File: config.mk
export PLATFORM = sky130hd
export DESIGN_NAME = crypt_seq
export DESIGN_NICKNAME = d
export VERILOG_FILES = /design/src/rtl/crypt_seq.sv
export SDC_FILE = /design/constraint.sdc
export NUM_CORES = 1
export LEC_CHECK = 0
export CORE_MARGIN = 2
export CORE_UTILIZATION = 48
export CTS_CLUSTER_SIZE = 8
export DETAILED_ROUTE_END_ITERATION = 8
export GPL_TIMING_DRIVEN = 1
export PLACE_DENSITY = 0.73
export REMOVE_ABC_BUFFERS = 1
export SLEW_MARGIN = 20
export SYNTH_ARGS = -nofsm -noshare
export SYNTH_HDL_FRONTEND = slang
export SYNTH_SLANG_ARGS = --single-unit
File: constraint.sdc
create_clock -name clk -period 2.5 [get_ports clk]
set_input_delay 0.75 -clock clk [delete_from_list [all_inputs] [get_ports clk]]
set_output_delay 0.75 -clock clk [all_outputs]
set_load 0.1 [all_outputs]
File: src/rtl/crypt_seq.sv
// Block XOR copy engine: reads BLOCK_LEN words from src, writes word ^ KEY to dst (3 cycles/word at full grant, done 3*BLOCK_LEN+1 cycles after start).
// Backpressure: each request holds its address, direction and data stable until mem_gnt; start is ignored while busy.
module crypt_seq #(
    parameter logic [18:0] KEY       = 19'b0011001100110011111,
    parameter int          BLOCK_LEN = 8
) (
    input  logic        clk,
    input  logic        rst_n,
    input  logic        start,
    input  logic        mode,
    input  logic [18:0] src_addr,
    input  logic [18:0] dst_addr,
    output logic        busy,
    output logic        done,
    output logic        op_mode,
    output logic        mem_req,
    output logic        mem_we,
    output logic [18:0] mem_addr,
    output logic [18:0] mem_wdata,
    input  logic        mem_gnt,
    input  logic [18:0] mem_rdata
);
    localparam int            IW   = (BLOCK_LEN > 1) ? $clog2(BLOCK_LEN) : 1;
    localparam logic [IW-1:0] LAST = IW'(BLOCK_LEN - 1);

    typedef enum logic [2:0] {IDLE, RD, CAP, WR, FIN} state_t;

    state_t        state, state_nx;
    logic [IW-1:0] idx, idx_nx;
    logic [18:0]   src, src_nx, dst, dst_nx;
    logic          busy_nx, done_nx, op_mode_nx, req_nx, we_nx;
    logic [18:0]   addr_nx, wdata_nx;
    logic [18:0]   idx_ext, idx_inc_ext;

    // Address sums are 19 bits wide, so src + i and dst + i wrap naturally.
    assign idx_ext     = 19'(idx);
    assign idx_inc_ext = 19'(idx) + 19'd1;

    always_comb begin
        state_nx   = state;
        idx_nx     = idx;
        src_nx     = src;
        dst_nx     = dst;
        busy_nx    = busy;
        done_nx    = 1'b0;
        op_mode_nx = op_mode;
        req_nx     = mem_req;
        we_nx      = mem_we;
        addr_nx    = mem_addr;
        wdata_nx   = mem_wdata;
        case (state)
            IDLE: begin
                if (start) begin
                    src_nx     = src_addr;
                    dst_nx     = dst_addr;
                    op_mode_nx = mode;
                    idx_nx     = '0;
                    busy_nx    = 1'b1;
                    req_nx     = 1'b1;
                    we_nx      = 1'b0;
                    addr_nx    = src_addr;
                    state_nx   = RD;
                end
            end
            RD: begin
                if (mem_gnt) begin
                    req_nx   = 1'b0;
                    state_nx = CAP;
                end
            end
            CAP: begin
                // mem_wdata doubles as the captured data register.
                wdata_nx = mem_rdata ^ KEY;
                req_nx   = 1'b1;
                we_nx    = 1'b1;
                addr_nx  = dst + idx_ext;
                state_nx = WR;
            end
            WR: begin
                if (mem_gnt) begin
                    we_nx = 1'b0;
                    if (idx == LAST) begin
                        req_nx   = 1'b0;
                        state_nx = FIN;
                    end else begin
                        idx_nx   = idx + 1'b1;
                        req_nx   = 1'b1;
                        addr_nx  = src + idx_inc_ext;
                        state_nx = RD;
                    end
                end
            end
            FIN: begin
                done_nx  = 1'b1;
                busy_nx  = 1'b0;
                state_nx = IDLE;
            end
            default: state_nx = IDLE;
        endcase
    end

    always_ff @(posedge clk or negedge rst_n) begin
        if (!rst_n) begin
            state     <= IDLE;
            idx       <= '0;
            src       <= '0;
            dst       <= '0;
            busy      <= 1'b0;
            done      <= 1'b0;
            op_mode   <= 1'b0;
            mem_req   <= 1'b0;
            mem_we    <= 1'b0;
            mem_addr  <= '0;
            mem_wdata <= '0;
        end else begin
            state     <= state_nx;
            idx       <= idx_nx;
            src       <= src_nx;
            dst       <= dst_nx;
            busy      <= busy_nx;
            done      <= done_nx;
            op_mode   <= op_mode_nx;
            mem_req   <= req_nx;
            mem_we    <= we_nx;
            mem_addr  <= addr_nx;
            mem_wdata <= wdata_nx;
        end
    end
endmodule
======== Word-level counts from Yosys, hierarchy flattened ========
Cells that the tools add are included.
storage, ports and cells
  flip-flop bits (word level) ............. 87
  latch bits .............................. 0
  bits in read-only memories .............. 0
  input port bits ......................... 62
  bits in writable memories ............... 0
  memories ................................ 0
  word-level logic and storage cells ...... 59
  output and inout bits ................... 43
cells by class
  add/subtract/negate cells ............... 4
  multiplexer cells ....................... 22
  divide/modulo/power cells ............... 0
  shift-type cells ........................ 0
  bitwise logic cells ..................... 1
  order comparisons ....................... 0
  $mul .................................... 0
  equality and inequality tests ........... 9
  reduce and logical (&&, ||, !) cells .... 12
operator list
  cell                 number
  $mux 19              3
  $pmux 19 s3          1
  $mux 3               7
  $add 19x3->19        1
  $add 19x4->19        1
  $pmux 3 s4           1
  $reduce_and 4->1     3
  $not 11->11          1
  $ne 2x2->1 const B   4
  $eq 3x2->1 const B   2
  $eq 3x3->1 const B   2
  $mux 1               6
  $pmux 3 s2           1
  $reduce_and 3->1     2
  $add 3x1->4 const B  1
  $pmux 1 s4           1
  $reduce_and 2->1     2
  $reduce_bool 2->1    2
  $reduce_bool 4->1    1
  $add 3x1->3 const B  1
  $eq 3x1->1 const B   1
  $logic_not 3->1      1
  $pmux 1 s3           1
  $reduce_bool 3->1    1
  $pmux 1 s2           1

======== Depth between registers and ports, before layout ========
  depth in word-level cells ............... 5
  depth in mapped cells ................... 9
  gate-level depth less buffers ........... 9

======== Least setup slack after synthesis ========
OpenSTA, ideal clock, no wires.
  path type ............................... reg2reg
  start ................................... reg idx[0]
  end ..................................... reg mem_addr[8]
  buffers on the path ..................... 0
  arrival ................................. 1.962 ns
  cell stages (with the launch flop) ...... 8
  slack ................................... 0.413 ns
  setup time .............................. 0.126 ns
  data required time ...................... 2.374 ns
  path through ............................ dfrtp_1 ha_1 fa_1 a21oi_1 nor3_1 xor2_1 a221oi_1 o21ai_1
between the ends
  word-level cells in the longest chain between the ends .. 5
ends and longest elaborated chain
  element                 RTL line  source
  from (decl)             29        logic [IW-1:0] idx, idx_nx;
  from (signal assigned)  117       idx <= idx_nx;
  $add 3x1->4             37        assign idx_inc_ext = 19'(idx) + 19'd1;
  $add 19x4->19           88        addr_nx = src + idx_inc_ext;
  $mux 19                 82        if (idx == LAST) begin
  $mux 19                 80        if (mem_gnt) begin
  $pmux 19 s3             51        case (state)
  to (signal assigned)    125       mem_addr <= addr_nx;
  to (decl)               18        output logic [18:0] mem_addr,
Several ways; a longest one is shown, not always the timed one. The select of a mux whose other input is x is not followed.
A chain may end at the register's enable or synchronous reset.

======== Worst setup path after layout ========
  start ................................... reg idx[0]
  end ..................................... reg mem_addr[18]
The elaborated chain is that of the path after synthesis.

==> impl_metrics.py <==
metrics = {
    "run_status": {
        "status": "completed",
    },
    "logic_synthesis": {
        "avgSynthCellArea_um2": 9.07,
        "yosys.area.top_type_share": 0.482,
        "async_reset_ff_frac": 1.00,
        "synth_cell_types": 56,
        "synth-edff-count": 0,
        "ys_warn_count": 0,
        "synth_ff_type": "dfrtp_1",
        "yosys-top-cells-area": "dfrtp_1 48%, nand2_1 14%, xor2_1 3.5%, o21ai_0 3.1%, a21oi_1 2.2%",
        "synth_area_um2": 4520,
        "yosys_register_bits": 87,
        "seq_area_frac_synth": 0.482,
        "postSynthCellCount": 498,
        "yosysTopAreaCell": "dfrtp_1",
    },
    "clocking": {
        "cts_tree": "done",
        "cts_setup_buffers": 0,
        "numCtsBuffers": 9,
        "htree_levels": 3,
        "cts_buffer_depth": 2,
        "hold_buffers": 0,
        "clkSinkCount": 87,
        "cts_resized": 0,
        "path_clk_slew_ns": 0.09,
        "cts_root_buffer": "clkbuf_8",
        "insertion_delay_ns": 0.37,
    },
    "place": {
        "placement.io_buffers": 104,
        "gp_congestion": 0.903,
        "dp_hpwl_mm": 8.53,
    },
    "floorplan": {
        "io_pins": 105,
        "dieArea_um2": 10200,
        "fp.coreArea_um2": 9200,
        "row_count": 35,
        "initial_core_util": 0.491,
        "die_y_um": 101,
        "die_w_um": 101,
    },
    "cells_and_area": {
        "fin_util": 0.636,
        "mostFrequentLayoutCell": "nand2_1",
        "fin_nets": 683,
        "final_cell_mix": "163 x nand2_1, 87 x dfrtp_1, 62 x buf_4, 60 x clkdlybuf4s50_1, 28 x o21ai_0",
        "drive_gt1_frac": 0.154,
        "diodes": 0,
        "area_delta_synth_final_pct": 29.5,
    },
    "timing": {
        "rsz0062_at_grt": "false",
        "fin_crit_sh": 0.920,
        "clock-skew-final_ns": 0.0138,
        "max_freq_mhz": 435,
        "max_slew_margin": 0.669,
        "hold_viol": 0,
        "fin_crit_ns": 2.30,
        "final_max_slew_viol_count": 0,
        "finalSetupViolCount": 0,
        "worst_pin_slew_ns": 0.497,
    },
    "detailed_routing": {
        "first_pass_iters": 5,
        "avgViaCountPerCell": 5.42,
        "detail_route.iter0.violations": 184,
        "wl_per_cell_um": 15.7,
        "ant_nets": 0,
        "vias": 3942,
        "wl_mm": 11.4,
        "drcViolationCount": 0,
    },
    "grt": {
        "met1_usage": 0.331,
        "grt_max_degree": 51,
        "gr-usage-all-layers": 0.233,
        "grt_pass1_vias": 3734,
        "grt.overflow.total": 0,
        "met3_usage": 0.0409,
        "antenna_found_initial": 0,
        "globalRouteMet2Util": 0.366,
        "busiest_layer": "met2",
        "grt_pass1_wl_mm": 18.4,
    },
    "critical_path": {
        "path_class": "reg -> reg",
        "critPathMaxFanout": 8,
        "path_cells": "inv_1 > ha_1 > inv_1 > fa_1 > a21o_1 > nand4b_1 > nor3_1 > mux2i_1 > o211ai_2",
        "start_kind": "flop",
        "end_kind": "flop",
        "cp_data_required_time_ns": 2.75,
        "cpPeakStageDelay_ns": 0.38,
        "path_common_cell": "inv_1",
        "cp.arrival_ns": 2.55,
        "cp_top_family": "simple AND/OR/NAND/NOR gates",
        "crit_path_top_delay_cell": "dfrtp_1",
        "crit_buf_inv": 2,
    },
    "job": {
        "drv_cap": 0,
    },
    "hold_path": {
        "worstHoldPathType": "in -> async",
    },
}
-- layout make-up --
type	count	area, µm²
timing repair buffer	125	1130
multi-input combinational	377	2170
inverter	11	41.3
fill	796	3340
clock buffer	9	124
tap	111	139
sequential	87	2180
clock inverter	7	80.1
-- cells in the mapped netlist, types with 3 or more instances --
cell type,count
a21o_1,4
o211ai_1,6
ha_1,8
buf_6,5
a21boi_0,4
clkbuf_1,5
nor3_1,6
xor2_1,18
and2_1,3
nor2_1,17
or3_1,3
mux2i_1,6
a21oi_2,4
a211oi_1,5
a31oi_1,3
a221oi_1,3
xnor2_1,9
o21ai_0,28
nand3b_1,3
nand2_1,163
nand3_1,10
nand4_1,10
buf_2,12
and3_1,7
inv_1,10
dfrtp_1,87
a21oi_1,20
-- registers in the layout, indices dropped and copies added, names as in the netlist --
register   count
busy           1
done           1
dst           19
idx            3
mem_addr      19
mem_req        1
mem_wdata     19
mem_we         1
op_mode        1
src           19
state          3
-- path summary, 6_finish.rpt --
| kind | end | cells after the start | startpoint | slack (ns) |
|---|---|---|---|---|
| min in group clk | mem_wdata[6]$_DFFE_PN0P_ | 2 | mem_wdata[6]$_DFFE_PN0P_ | 0.49 |
| hold reg to reg | mem_wdata[6]$_DFFE_PN0P_ | 2 | mem_wdata[6]$_DFFE_PN0P_ | 0.49 |
| hold / removal | dst[6]$_DFFE_PN0P_ | 1 | rst_n | 0.34 |
| max in group asynchronous | state[1]$_DFFE_PN0P_ | 2 | rst_n | 1.53 |
| setup / recovery | mem_addr[18]$_DFFE_PN0P_ | 9 | idx[0]$_DFFE_PN0P_ | 0.20 |
| setup reg to reg | mem_addr[18]$_DFFE_PN0P_ | 9 | idx[0]$_DFFE_PN0P_ | 0.20 |
-- worst reg2reg max path, cell delays in order, from the launching register on --
cell      delay, ns
dfrtp_1        0.38
inv_1          0.08
ha_1           0.19
inv_1          0.07
fa_1           0.20
a21o_1         0.30
nand4b_1       0.27
nor3_1         0.32
mux2i_1        0.27
o211ai_2       0.11
-- kinds of logic (layout without fill, tap and decap cells) --
logic type,count (synthesis),in the layout,synth area share
AOI/OAI and AO/OA,92,92,0.133
xor gates and xnor gates,27,27,0.0523
adders and majority gates,10,10,0.0310
buffers and inverters,34,152,0.0407
DFF,87,87,0.482
muxes,7,7,0.0158
and+or+nand+nor,241,241,0.246
-- layer usage --
layer | vias to the layer above | part of all wire
met5 | - | 0
met4 | 0 | 0.013
met3 | 12 | 0.068
met2 | 135 | 0.46
met1 | 1875 | 0.46
li1 | 1920 | -
-- metrics by stage --
step	setup TNS (ns)	hold slack, ns	setup slack, ns	instances	area (µm²)
6_report	0	0.338	0.200	727	5850
5_1_grt	0	0.363	0.0764	727	5850
4_1_cts	0	0.352	0.208	727	5850
3_5_place_dp	0	0.465	0.0877	711	5650
3_3_place_gp	0	0.461	0.135	711	5650
2_1_floorplan	-6.48	0.446	-0.387	475	4380
Power is left out: the tool's default activity adds up to more than one toggle a clock period on the data nets, which glitch-free logic cannot reach.
